**config.mk**
```make
export PLATFORM = sky130hd
export DESIGN_NAME = branch_predictor_flat
export DESIGN_NICKNAME = d
export VERILOG_FILES = /design/src/rtl/branch_predictor_pkg.sv /design/src/rtl/branch_predictor_if.sv /design/src/rtl/branch_predictor_table.sv /design/src/rtl/branch_predictor.sv /design/src/flat_wrapper.sv
export SDC_FILE = /design/constraint.sdc
export NUM_CORES = 2
export LEC_CHECK = 0
export CAP_MARGIN = 20
export CORE_UTILIZATION = 65
export CTS_BUF_LIST = sky130_fd_sc_hd__clkbuf_16
export DETAILED_ROUTE_END_ITERATION = 10
export MAX_ROUTING_LAYER = met4
export PLACE_DENSITY_LB_ADDON = 0.15
export SLEW_MARGIN = 0
export SYNTH_ARGS = -nofsm -noshare
export SYNTH_HDL_FRONTEND = slang
export SYNTH_SLANG_ARGS = --single-unit
```
**constraint.sdc**
```tcl
create_clock -name clk -period 10.77 [get_ports clk]
set_input_delay 2.154 -clock clk [delete_from_list [all_inputs] [get_ports clk]]
set_output_delay 2.154 -clock clk [all_outputs]
set_load 0.02 [all_outputs]
```
**src/rtl/branch_predictor_pkg.sv**
```systemverilog
// Shared types for the branch predictor: FSM states, 2-bit counter encodings
// and the saturating counter update.
package bp_pkg;

    typedef enum logic {
        IDLE     = 1'b0,
        REDIRECT = 1'b1
    } state_e;

    typedef enum logic [1:0] {
        SNT = 2'b00,
        WNT = 2'b01,
        WT  = 2'b10,
        ST  = 2'b11
    } ctr_e;

    localparam ctr_e CTR_RESET = WNT;
    localparam ctr_e CTR_ALLOC = WT;

    // Saturating 2-bit counter step toward the resolved direction.
    function automatic ctr_e ctr_next(ctr_e c, logic taken);
        if (taken)
            return (c == ST) ? ST : ctr_e'(c + 2'd1);
        return (c == SNT) ? SNT : ctr_e'(c - 2'd1);
    endfunction

endpackage

```
**src/rtl/branch_predictor_if.sv**
```systemverilog
// Fetch lookup, EX resolution and redirect signals between pipeline and predictor.
interface branch_predictor_if #(
    parameter int ADDR_W = 32,
    parameter int CNT_W  = 16
);
    logic [ADDR_W-1:0] if_pc;
    logic              pred_taken;
    logic [ADDR_W-1:0] pred_target;
    logic              ex_valid;
    logic              ex_is_branch;
    logic [ADDR_W-1:0] ex_pc;
    logic              ex_taken;
    logic [ADDR_W-1:0] ex_target;
    logic              ex_pred_taken;
    logic [ADDR_W-1:0] ex_pred_target;
    logic              redirect_valid;
    logic [ADDR_W-1:0] redirect_pc;
    logic              flush;
    logic [CNT_W-1:0]  br_count;
    logic [CNT_W-1:0]  mp_count;

    // Pipeline side.
    modport master (
        output if_pc, ex_valid, ex_is_branch, ex_pc, ex_taken, ex_target,
               ex_pred_taken, ex_pred_target,
        input  pred_taken, pred_target, redirect_valid, redirect_pc, flush,
               br_count, mp_count
    );

    // Predictor side.
    modport slave (
        input  if_pc, ex_valid, ex_is_branch, ex_pc, ex_taken, ex_target,
               ex_pred_taken, ex_pred_target,
        output pred_taken, pred_target, redirect_valid, redirect_pc, flush,
               br_count, mp_count
    );
endinterface

```
**src/rtl/branch_predictor_table.sv**
```systemverilog
// Direct-mapped predictor table: combinational lookup port, training write port.
module bp_table
    import bp_pkg::*;
#(
    parameter int IDX_W  = 4,
    parameter int ADDR_W = 32
) (
    input  logic              clk,
    input  logic              rst_n,
    input  logic [ADDR_W-1:0] rd_pc,
    output logic              rd_hit,
    output logic [1:0]        rd_ctr,
    output logic [ADDR_W-1:0] rd_target,
    input  logic              wr_en,
    input  logic [ADDR_W-1:0] wr_pc,
    input  logic              wr_taken,
    input  logic [ADDR_W-1:0] wr_target
);
    localparam int TAG_W = ADDR_W - IDX_W - 2;
    localparam int DEPTH = 1 << IDX_W;

    logic              valid  [DEPTH];
    logic [TAG_W-1:0]  tag    [DEPTH];
    logic [ADDR_W-1:0] target [DEPTH];
    ctr_e              ctr    [DEPTH];

    logic [IDX_W-1:0] rd_idx, wr_idx;
    logic [TAG_W-1:0] rd_tag, wr_tag;
    logic             wr_hit;
    logic             unused_bits;

    assign rd_idx = rd_pc[IDX_W+1:2];
    assign rd_tag = rd_pc[ADDR_W-1:IDX_W+2];
    assign wr_idx = wr_pc[IDX_W+1:2];
    assign wr_tag = wr_pc[ADDR_W-1:IDX_W+2];
    // Instruction-aligned PCs: byte offset bits never take part.
    assign unused_bits = ^{rd_pc[1:0], wr_pc[1:0]};

    // Lookup reads current state, so a same-cycle update is not yet visible.
    assign rd_hit    = valid[rd_idx] && (tag[rd_idx] == rd_tag);
    assign rd_ctr    = ctr[rd_idx];
    assign rd_target = target[rd_idx];
    assign wr_hit    = valid[wr_idx] && (tag[wr_idx] == wr_tag);

    // Train on hit, allocate on taken miss, leave not-taken misses alone.
    always_ff @(posedge clk or negedge rst_n) begin
        if (!rst_n) begin
            for (int i = 0; i < DEPTH; i++) begin
                valid[i]  <= 1'b0;
                tag[i]    <= '0;
                target[i] <= '0;
                ctr[i]    <= CTR_RESET;
            end
        end else if (wr_en) begin
            if (wr_hit) begin
                ctr[wr_idx] <= ctr_next(ctr[wr_idx], wr_taken);
                if (wr_taken) target[wr_idx] <= wr_target;
            end else if (wr_taken) begin
                valid[wr_idx]  <= 1'b1;
                tag[wr_idx]    <= wr_tag;
                target[wr_idx] <= wr_target;
                ctr[wr_idx]    <= CTR_ALLOC;
            end
        end
    end
endmodule

```
**src/rtl/branch_predictor.sv**
```systemverilog
// Branch predictor top: table lookup, mispredict detection, one-cycle
// redirect/flush FSM and saturating debug counters.
module branch_predictor
    import bp_pkg::*;
#(
    parameter int IDX_W  = 4,
    parameter int ADDR_W = 32,
    parameter int CNT_W  = 16
) (
    input logic clk,
    input logic rst_n,
    branch_predictor_if.slave bus
);
    state_e            state;
    logic              hit;
    logic [1:0]        ctr;
    logic [ADDR_W-1:0] tgt;
    logic              resolve, mispredict;
    logic              redirect_valid, flush;
    logic [ADDR_W-1:0] redirect_pc;
    logic [CNT_W-1:0]  br_count, mp_count;

    bp_table #(.IDX_W(IDX_W), .ADDR_W(ADDR_W)) u_table (
        .clk      (clk),
        .rst_n    (rst_n),
        .rd_pc    (bus.if_pc),
        .rd_hit   (hit),
        .rd_ctr   (ctr),
        .rd_target(tgt),
        .wr_en    (resolve),
        .wr_pc    (bus.ex_pc),
        .wr_taken (bus.ex_taken),
        .wr_target(bus.ex_target)
    );

    assign bus.pred_taken  = hit && ctr[1];
    assign bus.pred_target = bus.pred_taken ? tgt : bus.if_pc + ADDR_W'(4);

    // EX during REDIRECT is wrong-path, so it neither trains nor counts.
    assign resolve    = bus.ex_valid && bus.ex_is_branch && (state == IDLE);
    assign mispredict = resolve &&
                        ((bus.ex_taken != bus.ex_pred_taken) ||
                         (bus.ex_taken && (bus.ex_target != bus.ex_pred_target)));

    // Redirect FSM with registered redirect/flush, high for one cycle.
    always_ff @(posedge clk or negedge rst_n) begin
        if (!rst_n) begin
            state          <= IDLE;
            redirect_valid <= 1'b0;
            flush          <= 1'b0;
            redirect_pc    <= '0;
        end else begin
            case (state)
                IDLE: if (mispredict) begin
                    state          <= REDIRECT;
                    redirect_valid <= 1'b1;
                    flush          <= 1'b1;
                    redirect_pc    <= bus.ex_taken ? bus.ex_target : bus.ex_pc + ADDR_W'(4);
                end
                default: begin
                    state          <= IDLE;
                    redirect_valid <= 1'b0;
                    flush          <= 1'b0;
                end
            endcase
        end
    end

    // Saturating statistics; they stick at all-ones instead of wrapping.
    always_ff @(posedge clk or negedge rst_n) begin
        if (!rst_n) begin
            br_count <= '0;
            mp_count <= '0;
        end else begin
            if (resolve && (br_count != '1)) br_count <= br_count + 1'b1;
            if (mispredict && (mp_count != '1)) mp_count <= mp_count + 1'b1;
        end
    end

    assign bus.redirect_valid = redirect_valid;
    assign bus.flush          = flush;
    assign bus.redirect_pc    = redirect_pc;
    assign bus.br_count       = br_count;
    assign bus.mp_count       = mp_count;
endmodule
```
**src/flat_wrapper.sv**
```systemverilog
// flat-port wrapper written by rule: the top's interface ports become plain ports
module branch_predictor_flat import bp_pkg::*;
#(
    parameter int IDX_W  = 4,
    parameter int ADDR_W = 32,
    parameter int CNT_W  = 16
)
  (clk, rst_n, bus_if_pc, bus_ex_valid, bus_ex_is_branch, bus_ex_pc, bus_ex_taken, bus_ex_target, bus_ex_pred_taken, bus_ex_pred_target, bus_pred_taken, bus_pred_target, bus_redirect_valid, bus_redirect_pc, bus_flush, bus_br_count, bus_mp_count);
  branch_predictor_if #(.ADDR_W(ADDR_W), .CNT_W(CNT_W)) bus_i ();
  input logic clk;
  input logic rst_n;
  input wire logic [$bits(bus_i.if_pc)-1:0] bus_if_pc;
  input wire logic [$bits(bus_i.ex_valid)-1:0] bus_ex_valid;
  input wire logic [$bits(bus_i.ex_is_branch)-1:0] bus_ex_is_branch;
  input wire logic [$bits(bus_i.ex_pc)-1:0] bus_ex_pc;
  input wire logic [$bits(bus_i.ex_taken)-1:0] bus_ex_taken;
  input wire logic [$bits(bus_i.ex_target)-1:0] bus_ex_target;
  input wire logic [$bits(bus_i.ex_pred_taken)-1:0] bus_ex_pred_taken;
  input wire logic [$bits(bus_i.ex_pred_target)-1:0] bus_ex_pred_target;
  output wire logic [$bits(bus_i.pred_taken)-1:0] bus_pred_taken;
  output wire logic [$bits(bus_i.pred_target)-1:0] bus_pred_target;
  output wire logic [$bits(bus_i.redirect_valid)-1:0] bus_redirect_valid;
  output wire logic [$bits(bus_i.redirect_pc)-1:0] bus_redirect_pc;
  output wire logic [$bits(bus_i.flush)-1:0] bus_flush;
  output wire logic [$bits(bus_i.br_count)-1:0] bus_br_count;
  output wire logic [$bits(bus_i.mp_count)-1:0] bus_mp_count;
  assign bus_i.if_pc = bus_if_pc;
  assign bus_i.ex_valid = bus_ex_valid;
  assign bus_i.ex_is_branch = bus_ex_is_branch;
  assign bus_i.ex_pc = bus_ex_pc;
  assign bus_i.ex_taken = bus_ex_taken;
  assign bus_i.ex_target = bus_ex_target;
  assign bus_i.ex_pred_taken = bus_ex_pred_taken;
  assign bus_i.ex_pred_target = bus_ex_pred_target;
  assign bus_pred_taken = bus_i.pred_taken;
  assign bus_pred_target = bus_i.pred_target;
  assign bus_redirect_valid = bus_i.redirect_valid;
  assign bus_redirect_pc = bus_i.redirect_pc;
  assign bus_flush = bus_i.flush;
  assign bus_br_count = bus_i.br_count;
  assign bus_mp_count = bus_i.mp_count;
  branch_predictor #(.IDX_W(IDX_W), .ADDR_W(ADDR_W), .CNT_W(CNT_W)) u_core (.clk(clk), .rst_n(rst_n), .bus(bus_i));
endmodule
```
==> results.json <==
{
  "setup_viol_count_final": 0,
  "rows": 106,
  "synth_cell_types": 82,
  "wl_mm": 171,
  "async_reset_ff_frac": 1.00,
  "clock_tree.buffer_depth": 3,
  "tns_ns": 0,
  "ys_ff_latch": 1042,
  "post-route-period-util": 0.866,
  "clk_pin_slew_ns": 0.06,
  "syn_nets": 4318,
  "num_vias": 38500,
  "crit_required_ns": 8.62,
  "synth.top_cell.area_share": 0.463,
  "area_growth_pct": 10.7,
  "gp_congestion": 1.02,
  "antenna_found_initial": 14,
  "ys.flop_type": "dfrtp_1",
  "hold_buffers": 0,
  "vias_per_cell": 7.11,
  "maxCapViolCount": 0,
  "syn_avg_cell_area_um2": 13.3,
  "path_class": "input port to output port",
  "tightest_slew_ns": 1.17,
  "slew_headroom": 0.217,
  "irDropWorstVdd_v": 0.000155,
  "pwr_density_cell_nw_per_um2": 166,
  "yosysWarnings": 0,
  "ant_nets": 0,
  "max_freq_ghz": 0.107,
  "yosysSeqAreaShare": 0.470,
  "dpl-instance-area_um2": 58000,
  "start_util": 0.660,
  "drtIter0Drc": 4675,
  "slew_viol_final": 0,
  "design_area_um2": 61400,
  "cp_data_arrival_time_ns": 7.18,
  "dr.pass1.iters": 6,
  "port-buffer-count": 232,
  "grt_pass1_wl_mm": 258,
  "core-area_um2": 84100,
  "grt_overflow_total": 0,
  "finalHoldViolCount": 0,
  "cts-resized-gates": 0,
  "yosys.area.top_type": "dfrtp_1",
  "dp_hpwl_mm": 105,
  "rsz0062_at_grt": "no",
  "yosys-top-cells-count": "1,026 x dfrtp_1, 714 x mux2_2, 419 x nand2_1, 350 x mux4_2, 259 x clkbuf_1",
  "min_period_ns": 9.33,
  "synth-edff-count": 0,
  "min_path_type": "flip-flop to flip-flop",
  "worstSetupStartpointType": "input port",
  "drive_above_1_share": 0.333,
  "drc": 0,
  "skew_ns": 0.0256,
  "final_cells": 5423,
  "die_area_um2": 86500,
  "die_w_um": 294,
  "grt_start_max_net_pins": 180,
  "clk_latency_ns": 0.71,
  "p_leak_nw": 27.9,
  "final_nets": 4331,
  "die_y_um": 294,
  "cts_tree": "built",
  "first_global_vias": 39400,
  "netlist_instances": 4177,
  "synth_area_leaders": "dfrtp_1 46%, mux2_2 14%, mux4_2 14%",
  "cts_sinks": 1042,
  "avgRoutedWirePerCell_um": 31.6,
  "numCtsBuffers": 107,
  "post-cts-setup-buffers": 0,
  "critPathCaptureType": "output port",
  "dp.cells": 5215,
  "io_pins": 233,
  "cts_root_buf": "clkbuf_16",
  "run_status": "finished, final reports clean",
  "reg2reg_slack_ns": 5.75,
  "grt_usage": 0.419,
  "syn_area_um2": 55500,
  "h-tree-depth": 3,
  "path_max_fanout": 70,
  "yosysMostFrequentCell": "dfrtp_1"
}
[placed cells by master, fill, tap and decap left out, types with 38 or more instances in the layout]
master,Yosys,final
dfrtp_1,1026,1026
mux2_2,714,714
nand2_1,419,404
mux4_2,350,350
clkdlybuf4s50_1,0,223
o21ai_0,127,127
mux2_1,114,114
clkbuf_16,0,108
buf_4,38,105
a41oi_1,92,92
mux2i_1,91,91
xnor2_1,86,86
xor2_1,71,71
nor2b_1,63,62
nand3_1,51,51
nor2_1,48,48
a22oi_1,39,39
inv_1,17,38
nand4_1,38,38
[kinds of logic after synthesis]
| logic type | after synthesis | share of synthesized area |
|---|---|---|
| xor+xnor | 157 | 0.0248 |
| fa+ha+maj | 9 | 0.00194 |
| buf+inv | 460 | 0.0414 |
| flops | 1042 | 0.470 |
| compound gates | 420 | 0.0534 |
| simple gates | 775 | 0.0663 |
| mux | 1314 | 0.342 |
[registers in the layout (all words and copies together), names as in the netlist, 16 cells and up]
signal	count
u_core.u_table.tag	416
u_core.u_table.valid	16
u_core.u_table.ctr	32
u_core.bus.redirect_pc	32
u_core.bus.br_count	16
u_core.bus.mp_count	16
u_core.u_table.target	512
[per-layer routing]
| metal | part of all wire | up-vias | track usage | wire (um) |
|---|---|---|---|---|
| met5 | 0 | - | - | 0 |
| met4 | 0.057 | 0 | 0.215 | 9800 |
| met3 | 0.11 | 580 | 0.124 | 19200 |
| met2 | 0.46 | 2303 | 0.608 | 78500 |
| met1 | 0.37 | 20100 | 0.537 | 63800 |
| li1 | - | 15600 | - | - |
[worst max-delay path: stages]
cell and delay, ns:
buf_8 0.50, buf_4 0.39, mux4_2 0.54, mux4_2 0.58, xnor2_1 0.22, nand3_1 0.11, or4_1 0.48, nor4_4 0.35
buf_4 0.69, mux2_2 0.41, clkdlybuf4s50_1 0.54
[where the power goes]
part           internal, mW  total, mW  switching, mW
combinational         0.942       1.79          0.850
sequential             4.41       4.77          0.362
clock                  2.03       3.64           1.61
[metrics by stage]
stage,setup WS [ns],total power [mW],hold WS (ns),util
floorplan,3.22,5.89,0.441,-
detailed placement,1.56,6.58,0.460,0.690
global route,1.35,10.5,0.488,0.731
finish,1.44,10.2,0.475,0.731
CTS,1.54,10.2,0.474,0.730
global placement,1.58,6.51,0.453,0.690
[path summary, 6_finish.rpt]
| check | cells past startpoint | startpoint | end |
|---|---|---|---|
| setup / recovery | 11 | bus_if_pc[2] | bus_pred_target[0] |
| hold / removal | 2 | u_core.u_table.target[313]$_DFFE_PN0P_ | u_core.u_table.target[313]$_DFFE_PN0P_ |
| setup reg to reg | 10 | u_core.u_table.tag[179]$_DFFE_PN0P_ | u_core.u_table.tag[380]$_DFFE_PN0P_ |
| hold reg to reg | 2 | u_core.u_table.target[313]$_DFFE_PN0P_ | u_core.u_table.target[313]$_DFFE_PN0P_ |
| max in group asynchronous | 3 | rst_n | u_core.u_table.target[69]$_DFFE_PN0P_ |
| min in group asynchronous | 1 | rst_n | u_core.u_table.tag[315]$_DFFE_PN0P_ |
[area by class of cell]
cell class	count	area (um^2)
Timing Repair Buffer	341	3230
Multi-Input combinational cell	2675	27200
Clock buffer	108	2700
Antenna cell	16	40.0
Inverter	23	88.8
Sequential cell	1042	26100
Clock inverter	84	684
Fill cell	5593	22600
Tap cell	1134	1420
Power figures use the tool's default switching activity.
